## src/rtl/inst_fetch_queue_pkg.sv

```systemverilog
// inst_fetch_queue_pkg: shared fetch/decode parameters and queue entry record.
package inst_fetch_queue_pkg;
    localparam int IFQ_DEPTH = 4;
    localparam logic [31:0] IFQ_RESET_PC = 32'd0;
    typedef struct packed {
        logic [31:0] ir;
        logic [31:0] npc;
    } fetch_entry_t;
endpackage

```

## src/rtl/inst_fetch_queue_fetch_fifo.sv

```systemverilog
// fetch_fifo: synchronous prefetch FIFO with flush and occupancy count.
module fetch_fifo
    import inst_fetch_queue_pkg::*;
#(
    parameter int DEPTH = IFQ_DEPTH,
    localparam int AW = $clog2(DEPTH),
    localparam int CW = AW + 1
) (
    input  logic         clk,
    input  logic         rst,
    input  logic         flush_i,
    input  logic         push_i,
    input  fetch_entry_t data_i,
    input  logic         pop_i,
    output fetch_entry_t data_o,
    output logic         valid_o,
    output logic [CW-1:0] count_o
);
    fetch_entry_t mem_q [DEPTH];
    logic [AW-1:0] wr_q, rd_q;
    logic [CW-1:0] count_q;
    logic push_en, pop_en;
    assign pop_en  = pop_i && count_q != '0;
    assign push_en = push_i && count_q != CW'(DEPTH);
    always_ff @(posedge clk) begin
        if (rst || flush_i) begin
            wr_q    <= '0;
            rd_q    <= '0;
            count_q <= '0;
        end else begin
            wr_q    <= wr_q + AW'(push_en);
            rd_q    <= rd_q + AW'(pop_en);
            count_q <= count_q + CW'(push_en) - CW'(pop_en);
        end
    end
    always_ff @(posedge clk) begin
        if (push_en && !flush_i && !rst) mem_q[wr_q] <= data_i;
    end
    assign data_o  = mem_q[rd_q];
    assign valid_o = count_q != '0;
    assign count_o = count_q;
endmodule

```

## src/rtl/inst_fetch_queue.sv

```systemverilog
// inst_fetch_queue: PC generation, single-outstanding IMEM fetch and redirect into a prefetch queue.
module inst_fetch_queue
    import inst_fetch_queue_pkg::*;
#(
    parameter int DEPTH = IFQ_DEPTH,
    parameter logic [31:0] RESET_PC = IFQ_RESET_PC,
    localparam int CW = $clog2(DEPTH) + 1
) (
    input  logic          clk,
    input  logic          RN,
    output logic          imem_req,
    output logic [31:0]   imem_addr,
    input  logic [31:0]   imem_rdata,
    input  logic          br_en,
    input  logic [31:0]   br_target,
    output logic          if_valid,
    output logic [31:0]   if_ir,
    output logic [31:0]   if_npc,
    input  logic          id_ready,
    output logic [CW-1:0] q_count
);
    logic [31:0] pc_q, pc_d, req_addr_q, req_addr_d;
    logic inflight_q, inflight_d;
    logic flush, push, pop, head_valid;
    logic [CW-1:0] count;
    fetch_entry_t head, push_data;
    always_comb begin
        flush      = RN || br_en;
        imem_req   = !flush && (int'(count) + int'(inflight_q) < DEPTH);
        push       = inflight_q && !flush;
        pop        = if_valid && id_ready && !flush;
        pc_d       = br_en ? br_target : pc_q + 32'(imem_req);
        inflight_d = imem_req;
        req_addr_d = imem_req ? pc_q : req_addr_q;
        push_data  = '{ir: imem_rdata, npc: req_addr_q + 32'd1};
        imem_addr  = RN ? RESET_PC : pc_q;
        if_valid   = head_valid && !RN;
        if_ir      = if_valid ? head.ir : '0;
        if_npc     = if_valid ? head.npc : '0;
        q_count    = RN ? '0 : count;
    end
    // A redirect or reset kills the outstanding request so its response is never queued.
    always_ff @(posedge clk) begin
        if (RN) begin
            pc_q       <= RESET_PC;
            inflight_q <= 1'b0;
            req_addr_q <= RESET_PC;
        end else begin
            pc_q       <= pc_d;
            inflight_q <= inflight_d;
            req_addr_q <= req_addr_d;
        end
    end
    fetch_fifo #(.DEPTH(DEPTH)) u_fifo (
        .clk     (clk),
        .rst     (RN),
        .flush_i (br_en),
        .push_i  (push),
        .data_i  (push_data),
        .pop_i   (pop),
        .data_o  (head),
        .valid_o (head_valid),
        .count_o (count)
    );
endmodule

```

## config.mk

```make
export PLATFORM = sky130hd
export DESIGN_NAME = inst_fetch_queue
export DESIGN_NICKNAME = d
export VERILOG_FILES = /design/src/rtl/inst_fetch_queue_pkg.sv /design/src/rtl/inst_fetch_queue_fetch_fifo.sv /design/src/rtl/inst_fetch_queue.sv
export SDC_FILE = /design/constraint.sdc
export NUM_CORES = 1
export LEC_CHECK = 0
export BUFFER_PORTS_ARGS = -buffer_cell sky130_fd_sc_hd__buf_2
export CAP_MARGIN = 0
export CORE_MARGIN = 2
export CORE_UTILIZATION = 40
export DETAILED_ROUTE_END_ITERATION = 8
export GPL_TIMING_DRIVEN = 0
export HOLD_SLACK_MARGIN = 0.1
export PLACE_DENSITY = 0.63
export SKIP_LAST_GASP = 1
export SYNTH_ARGS = -nofsm -noshare
export SYNTH_HDL_FRONTEND = slang
export SYNTH_SLANG_ARGS = --single-unit
```

## constraint.sdc

```tcl
create_clock -name clk -period 8 [get_ports clk]
set_input_delay 0.4 -clock clk [delete_from_list [all_inputs] [get_ports clk]]
set_output_delay 0.4 -clock clk [all_outputs]
set_load 0.02 [all_outputs]
```

==> results.tsv <==
metric	value	unit
status	finished, final reports clean	
place.gp.congestion	0.870	
synth_area_leaders	edfxtp_1, dfxtp_1, mux4_2	
cts_max_level	2	
critPathKind	flip-flop to flip-flop	
worstSkewPairLatency	0.51	ns
critPathBufInv	3	
cpPeakStageDelay	0.46	ns
setup_viol	0	
hold_path_depth	1	
async_reset_ff_share	0	%
skew	0.0127	ns
cts_setup_buffers	0	
dpl.hpwl	21.2	mm
cts_sinks	328	
finalSetupTns	0	ns
grt_max_degree	45	
grt_pass1_wl	47.6	mm
holdPathEnd	u_fifo.mem_q[2][38]	
cts_root_buf	clkbuf_16	
track_usage	17.0	%
fmax	260	MHz
synth-edff-count	256	
synth_area_per_cell	15.2	um^2
cp.required	8.41	ns
synth_seq_area_share	65.9	%
via_count	8382	
clock_path_buffers	3	
drive_gt1_share	28.7	%
cp_slowest_cell	or3_1	
critPathMaxFanout	10	
synth_top_flop_cell	edfxtp_1	
core_area	34300	um^2
wl	30.7	mm
multi_input_area	4460	um^2
r2r_slack	4.16	ns
ant_nets	0	
path_common_cell	ha_1	
crit_chain	or2_2 -> a21oi_1 -> o21ai_1 -> clkbuf_1 -> inv_1 -> ha_1 -> ha_1 -> nand3_2 -> or3_1 -> buf_6 -> or4_1 -> a311oi_1	
num_io_pins	169	
synth_seq_cells	328	
post_drt_via_cell_ratio	5.15	
fillCellCount	2995	
crit_family	simple AND/OR/NAND/NOR gates	
cellLeakagePower	6.02	nW
drv_slew	0	
overflow	0	
seqCellArea	9130	um^2
tightest_slew	0.967	ns
io_buffer_count	168	
synthCells	910	
r2r_cells	12	
hold_viol_final	0	
slew_headroom	35.0	%
synthDominantAreaCellType	edfxtp_1	
rsz0062_at_grt	false	
syn_area	13900	um^2
die_area	36100	um^2
grt_pass1_vias	8400	
cp_data_arrival_time	4.25	ns
cts_tree	built	
r2r-end	pc_q[22]	
yosys_warnings	0	
max_cap_viol_count	0	
yosysMostFrequentCell	edfxtp_1	
antenna_found_initial	0	
r2r_start	u_fifo.count_o[1]	
cts_buffers	37	
nets	1220	
hold_class	input pin to flip-flop	
syn_nets	985	
ys_types	48	
die_w	190	um
synth_top_cells_by_count	edfxtp_1, and2_1, dfxtp_1	
drcViolationCount	0	
ir_drop	0.125	mV
finalCriticalPeriod	3.84	ns
fp-row-count	68	
wl_per_cell	18.9	um
initial_core_util	40.4	%
yosys.area.top_type_share	55.5	%
power	3.63	mW
clkTransAtPathRegs	0.06	ns
drt_first_pass_iters	4	
dr.first_iter.drc_count	476	
areaGrowthSynthToFinish	21.1	%
power.density	216	nW/um^2
setup.worst_path.end_class	flip-flop	
antennaDiodeCount	0	
period_share	48.0	%
min-delay-start	imem_rdata[6]	
cp-start-kind	flip-flop	
die_h	190	um
-- timing repair --
action,4_1_cts,5_1_grt
endpoints found under the hold margin,61,0
hold buffers,17,0
resized for setup,0,0
-- per-layer routing --
metal  global-route usage (%)  part of all wire, %
met4                     4.47                  1.5
met3                     2.51                  5.5
met1                     23.6                   46
met5                        0                    0
met2                     28.3                   47
-- worst register-to-register path: cells and delay by family, from the launching register on --
kind,cells,cell delay (ns)
flip-flops,1,0.37
adder cells (fa/ha/maj),2,0.49
buffers and inverters,3,0.79
AND/OR/NAND/NOR,4,1.45
AO/OA/AOI/OAI,3,0.65
-- cell families (layout without fill, tap and decap cells) --
logic type	Yosys count	count (layout)	share of synthesized area (%)
xor gates and xnor gates	45	45	2.85
and+or+nand+nor	303	303	12.3
buffers and inverters	72	333	2.07
DFF	328	328	65.9
adders and majority gates	7	7	0.687
muxes	98	98	13.1
AOI/OAI and AO/OA	57	57	3.13
-- layout by cell type (no fill, tap or decap), drive strengths merged, types with 24 or more instances in the layout --
master	synthesis	routed
edfxtp	256	256
buf	14	193
nand2	36	36
mux4	64	64
clkbuf	37	81
inv	21	24
nor2	52	52
dfxtp	72	72
nor2b	43	43
xnor2	32	32
and2	72	72
nand3	25	25
-- per-stage QoR --
stage	instance area [um^2]	setup WS [ns]	util [%]	hold slack [ns]	std cells
finish	16800	4.16	48.9	0.115	1626
global placement	15300	-2.76	44.5	0.478	1533
CTS	16800	4.12	48.9	0.100	1626
detailed placement	15500	3.62	45.1	0.484	1544
floorplan	13900	1.58	-	0.459	910
global route	16800	3.90	48.9	0.111	1626
-- state kept, by name, summed over array words and instances (netlist names) --
register        cells
inflight_q          1
pc_q               32
req_addr_q         32
u_fifo.count_o      3
u_fifo.mem_q      256
u_fifo.rd_q         2
u_fifo.wr_q         2
-- worst max path at each step --
stage / startpoint / endpoint / slack (ns) / cells after the start
2_1_floorplan: RN / u_fifo.mem_q[0][0] / 1.58 / 4
3_3_place_gp: RN / u_fifo.mem_q[0][57] / -2.76 / 5
3_5_place_dp: RN / pc_q[22] / 3.62 / 13
4_1_cts: u_fifo.count_o[1] / pc_q[22] / 4.12 / 12
5_1_grt: RN / pc_q[22] / 3.90 / 13
6_report: u_fifo.count_o[1] / pc_q[22] / 4.16 / 12
-- final cells by class --
type	instances	area share [%]
buffer	51	1.24
timing repair buffer	196	7.14
clock inverter	21	0.835
clock buffer	44	5.93
inverter	21	0.470
sequential	328	54.4
tap	455	3.39
multi-input combinational	510	26.6
-- where the power goes --
part           leakage, nW  switching, mW  internal [mW]  total, mW
registers             2.92         0.0299           1.86       1.89
logic                 2.55         0.0920         0.0678      0.160
clock network        0.549          0.658          0.922       1.58
(Power assumes the default switching activity.)
